## config.mk

```make
export PLATFORM = sky130hd
export DESIGN_NAME = fetch_stage
export DESIGN_NICKNAME = d
export VERILOG_FILES = /design/src/rtl/fetch_stage_pkg.sv /design/src/rtl/fetch_stage.sv
export SDC_FILE = /design/constraint.sdc
export NUM_CORES = 1
export LEC_CHECK = 0
export CORE_MARGIN = 5
export CORE_UTILIZATION = 43
export CTS_CLUSTER_SIZE = 28
export DETAILED_ROUTE_END_ITERATION = 10
export GPL_ROUTABILITY_DRIVEN = 1
export GPL_TIMING_DRIVEN = 0
export PLACE_DENSITY_LB_ADDON = 0.15
export SETUP_SLACK_MARGIN = 0.15
export SYNTH_ARGS = -nofsm -noshare
export SYNTH_HDL_FRONTEND = slang
export SYNTH_SLANG_ARGS = --single-unit
```

## constraint.sdc

```tcl
create_clock -name clk -period 2.14 [get_ports clk]
set_clock_uncertainty 0.05 [all_clocks]
set_input_delay 0.321 -clock clk [delete_from_list [all_inputs] [get_ports clk]]
set_output_delay 0.321 -clock clk [all_outputs]
set_load 0.05 [all_outputs]
```

## src/rtl/fetch_stage_pkg.sv

```systemverilog
// fetch_stage_pkg: shared pipeline FSM encoding, instruction width and NOP word
package fetch_stage_pkg;
  typedef enum logic {S_REQ, S_HOLD} fetch_state_t;
  localparam int INSTR_W = 32;
  localparam logic [INSTR_W-1:0] NOP = '0;
endpackage

```

## src/rtl/fetch_stage.sv

```systemverilog
// fetch_stage: PC, imem request FSM with stall hold buffer, and IF/ID register
module fetch_stage
  import fetch_stage_pkg::*;
#(
  parameter logic [31:0] RESET_PC = 32'h0000_0000
) (
  input  logic               clk,
  input  logic               reset,
  input  logic               stall,
  input  logic               jump_taken,
  input  logic [31:0]        j_addr,
  input  logic               branch_taken,
  input  logic [31:0]        branch_addr,
  output logic               imem_req,
  output logic [31:0]        imem_addr,
  input  logic               imem_ready,
  input  logic [INSTR_W-1:0] imem_rdata,
  output logic [31:0]        pc,
  output logic [INSTR_W-1:0] if_id_instr,
  output logic [31:0]        if_id_pc4,
  output logic               if_id_valid
);
  fetch_state_t state;
  logic [INSTR_W-1:0] hold_instr;
  logic [31:0] hold_pc4, pc4, target;
  logic redirect;
  assign redirect  = jump_taken | branch_taken;
  assign target    = jump_taken ? j_addr : branch_addr;
  assign pc4       = pc + 32'd4;
  assign imem_req  = state == S_REQ;
  assign imem_addr = pc;
  always_ff @(posedge clk) begin
    if (reset) begin
      state       <= S_REQ;
      pc          <= RESET_PC;
      if_id_instr <= NOP;
      if_id_pc4   <= '0;
      if_id_valid <= 1'b0;
      hold_instr  <= NOP;
      hold_pc4    <= '0;
    end else if (redirect) begin
      // redirect beats stall; any word returned this cycle is wrong-path
      state       <= S_REQ;
      pc          <= {target[31:2], 2'b00};
      if_id_valid <= 1'b0;
    end else if (state == S_REQ) begin
      if (imem_ready && !stall) begin
        if_id_instr <= imem_rdata;
        if_id_pc4   <= pc4;
        if_id_valid <= 1'b1;
        pc          <= pc4;
      end else if (imem_ready) begin
        hold_instr <= imem_rdata;
        hold_pc4   <= pc4;
        state      <= S_HOLD;
      end else if (!stall) begin
        if_id_valid <= 1'b0;
      end
    end else if (!stall) begin
      if_id_instr <= hold_instr;
      if_id_pc4   <= hold_pc4;
      if_id_valid <= 1'b1;
      pc          <= pc4;
      state       <= S_REQ;
    end
  end
endmodule
```

==> results.md <==
Status:
- The flow ran to the end, and the final reports show no timing, DRC or antenna violations.

Synth:
- The synthesized netlist devotes between 20% and 30% of its cell area to compound gates.
- In this run, synthesis inferred 0 flip-flops with an integrated enable.
- The number of warnings issued by yosys is 0.
- Of the synthesized area, sequential elements account for between 40% and 50%.
- The combinational family with the most area after synthesis is compound AO/OA/AOI/OAI gates.
- The post-synthesis area per instance is ~8.3 µm².
- For this run, asynchronously set or reset flops after synthesis account for 0%.
- The flip-flop and latch count after synthesis is about 160.
- The post-synth design cell area is 7580 µm².
- The largest total area in the synthesized netlist belongs to dfxtp_1.
- The most frequently used flop master after synthesis is dfxtp_1.
- The portion of synthesized area spent on multiplexers is under 10%.
- The portion of synthesized cell area occupied by the leading cell type is between 40 and 50%.
- In the synthesized netlist, the number of instances is 914.
- Synthesis instantiated just over 60 different standard cells from the library.
- Ranked by total cell area, the synthesized netlist is headed by dfxtp_1 41%, nand2_1 5.8%, a211oi_1 5.7%, a21oi_1 5.5%, mux2i_1 5.0%.
- The post-synthesis xor/xnor area fraction is under 10%.
- The post-synthesis share of cell area spent on and, or, nand and nor gates is about a fifth.
- The fraction of the mapped netlist area in adder cells is less than 1%.

Floorplan:
- The overall die area is ~20000 µm².
- The floorplan row count is 48.
- The width of the chip is 143 µm.
- The floorplan die height is 143 µm.
- The total area inside the core boundary comes to 17300 µm².
- The number of top-level pins is around 230.
- The starting density of the core is about 44%.

Pwr:
- Internal power comes to ~5.4 mW.
- The maximum vdd ir drop is ~640 µV.
- The cell area power density is between 600 and 700 nW/µm².
- The part of the total power dissipated in the clock network is 39.9%.
- The part of the total power dissipated in combinational logic is 19.3%.
- The switching power as a share of total power is around 29%.
- Sequential cells account for between 40% and 50% of the total power.
- The analysis attributes to cell leakage a power of between 4 and 5 nW.
- In this run the power spent charging and discharging nets is between 2 and 2.5 mW.

Worst setup path:
- STA classifies the critical path endpoint as a flip-flop.
- The required time at the endpoint of the critical path is ~2.4 ns.
- STA puts the critical path data arrival time at around 2.4 ns.
- The highest fanout seen on the critical path is 4.
- The endpoint identified for the worst register-to-register timing path is imem_addr[26].
- The category of the most critical setup path is reg2reg.
- The launch instance of the worst register-to-register path is imem_addr[10].
- The worst setup path is launched from a flip-flop.
- The depth of the worst register-to-register path is 6.
- The flop-to-flop setup slack is around 0.03 ns.

CTS:
- The total clock buffers created by CTS is 17.
- The largest buffer count on any clock path is 2.
- In this run the number of H-tree levels came out at 4.
- Clock-pin slew was measured on the worst setup and hold paths at 0.06 ns.
- The insertion delay of the later-clocked pin in the worst-skew pair is between 0.4 and 0.5 ns.
- The number of sinks driven by the clock tree is approximately 160.
- The buffer type at the clock tree root is clkbuf_16.
- The number of buffers added to fix hold violations after cts is 0.
- TritonCTS built the clock tree.

Timing:
- Setup repair after global routing could not meet its margin everywhere.
- The worst slack on hold paths is about 0.4 ns.
- The worst slew slack as a fraction of its limit is roughly 46%.
- Setup violations remaining at the end of the flow were counted as 0.
- At the pin with the least slew margin, the transition time is 0.804 ns.
- The max-slew violation total from the final report is 0.
- After layout, the worst path uses a little over nine tenths of the clock period.
- The final critical path time including I/O delays and setup is around 2.1 ns.
- Setup slack on the critical path of the routed design comes to between 0.02 and 0.03 ns.
- The achievable frequency is 474 MHz.
- The final hold violation count was 0.

Worst hold path:
- The source of the worst hold timing path is j_addr[9].
- The worst hold path terminates at imem_addr[9].
- The class of the worst hold path is in2reg.
- Along the worst hold path, the cell count comes to 3.

Cells and area:
- The area of all sequential standard cells is between 3000 and 4000 µm².
- The number of filler cells placed in the layout is around 1500.
- The antenna diode count is 0.
- Summing all multi-input logic gate instances after layout gives 4040 µm².
- The layout-stage area growth over the synthesis result is 49.5%.
- The final layout net count is between 1000 and 1500.
- In the final layout, the share of cells above drive strength 1 is between 10% and 20%.

GRT:
- The overall overflow remaining after global route is 0.
- The pin count of the biggest net entering global routing is 17.
- The via count of the first global-routing pass is roughly 7600.
- The first global-routing pass estimated roughly 42000 µm of wire.
- Across every metal layer, demand over resource in global routing totals ~26%.
- The number of antenna violations at the first check in global routing is 0.

Drt:
- The number of vias per cell is ~5.6.
- The via count is just under 8000.
- The total routed wirelength is 27600 µm.
- The number of nets with antenna violations after routing is 0.
- In the routed design, unresolved DRC markers number 0.
- The first-pass detailed-route iteration total is 5.
- In the final routed layout, each cell accounts on average for 19.4 µm.
- The DRC violation total after the first TritonRoute iteration is ~630.

Flow run:
- The max capacitance violation total is 0.

Placed design:
- The routability congestion estimate from global placement is between 0.9 and 1.
- Port buffering added about 220 buffers.
- Prior to clock tree synthesis, the placed netlist has a worst setup slack of -0.645 ns.
- Detailed placement finished with a half-perimeter wire length of between 15000 and 20000 µm.
==> cell families after synthesis <==
family	Yosys count
and+or+nand+nor	308
AOI/OAI and AO/OA	249
DFF	156
buffers and inverters	128
muxes	38
xor gates and xnor gates	33
adders and majority gates	1
other	1
==> power by group through the flow <==
stage               registers (mW)  clock network (mW)  logic (mW)
floorplan                     3.39                   0       0.641
global placement              3.18                   0        1.42
detailed placement            3.18                   0        1.43
CTS                           3.12                3.07        1.41
global route                  3.13                3.19        1.55
finish                        3.12                3.04        1.47
==> sequential cells by signal (all words and copies together), names as in the netlist <==
signal,flops
state,1
if_id_valid,1
hold_instr,32
if_id_pc4,30
if_id_instr,32
imem_addr,30
hold_pc4,30
==> per-layer routing <==
layer	vias up	GRT usage (%)	wire (µm)
li1	3794	-	-
met1	3737	34.6	11600
met2	335	42.4	13100
met3	47	5.53	2340
met4	0	8.10	558
met5	-	0	0
==> how the worst max path moves through the flow <==
stage          depth (start not counted)     startpoint             to  slack (ns)
3_3_place_gp                           7          stall   imem_addr[3]       -0.63
3_5_place_dp                           7     jump_taken   hold_pc4[29]       -0.64
4_1_cts                                6  imem_addr[10]  imem_addr[26]        0.06
2_1_floorplan                          6  imem_addr[10]  imem_addr[26]        0.08
5_1_grt                                6  imem_addr[10]  if_id_pc4[26]        0.01
6_report                               6  imem_addr[10]  imem_addr[26]        0.03
==> placed cells by master (no fill, tap or decap), types with 5 or more instances in the layout <==
cell,netlist,layout
clkdlybuf4s50_1,0,133
a22oi_1,12,12
clkbuf_1,51,22
and2_1,5,5
xnor2_1,15,11
mux2i_1,38,38
dlymetal6s2s_1,0,23
a222oi_1,6,6
nand2_1,118,116
dfxtp_1,156,132
xor2_1,18,10
buf_6,2,7
nor3_1,15,13
dlygate4sd2_1,0,58
conb_1,1,6
nand3_1,14,12
a221o_1,7,7
a211oi_1,58,55
o221ai_1,6,6
nor2_1,89,84
a211o_1,5,5
nand4_1,24,24
clkbuf_2,2,25
and3_1,13,12
dfxtp_4,0,15
a21oi_1,84,81
clkbuf_4,0,6
buf_2,14,14
o21ai_0,25,24
buf_4,39,71
dfxtp_2,0,9
o22ai_1,14,14
inv_1,12,11
xor2_2,0,7
clkbuf_16,0,19
==> Yosys cell counts, types with 12 or more instances <==
library cell / count
dfxtp_1: 156
a22oi_1: 12
clkbuf_1: 51
a211oi_1: 58
buf_4: 39
mux2i_1: 38
nand2_1: 118
and3_1: 13
o21ai_0: 25
nor3_1: 15
nand3_1: 14
inv_1: 12
xnor2_1: 15
nand4_1: 24
o22ai_1: 14
a21oi_1: 84
xor2_1: 18
nor2_1: 89
buf_2: 14
==> what timing repair did <==
action                                  4_1_cts  5_1_grt
pin swaps                                     8       26
endpoints found under the setup margin      218      141
gates cloned                                  0        2
setup buffers                                 7       24
hold endpoints to repair                      0        0
gates resized for setup                     123       95
==> cell type report <==
type	instances	share of cell area (%)
Tap cell	225	2.48
Clock buffer	20	4.13
Clock inverter	10	1.02
Multi-Input combinational cell	635	35.6
Buffer	115	6.62
Timing Repair Buffer	252	21.6
Sequential cell	156	28.2
Inverter	12	0.398
==> stage by stage <==
stage | setup TNS, ns | power (mW) | utilization, % | instance area (µm²) | instances
floorplan | 0 | 4.03 | - | 7690 | 919
global placement | -69.62 | 4.60 | 58.8 | 10200 | 1363
detailed placement | -76.42 | 4.61 | 58.8 | 10200 | 1363
CTS | 0 | 7.59 | 62.9 | 10900 | 1399
global route | 0 | 7.87 | 65.5 | 11300 | 1425
finish | 0 | 7.63 | 65.5 | 11300 | 1425
==> critical path, stage by stage, from the launching register on <==
cell and delay (ns):
dfxtp_4 0.36, buf_8 0.10, nand4_1 0.19, or4_4 0.59, or3_4 0.40, mux2i_1 0.14
a211oi_1 0.19
(Power assumes the default switching activity.)
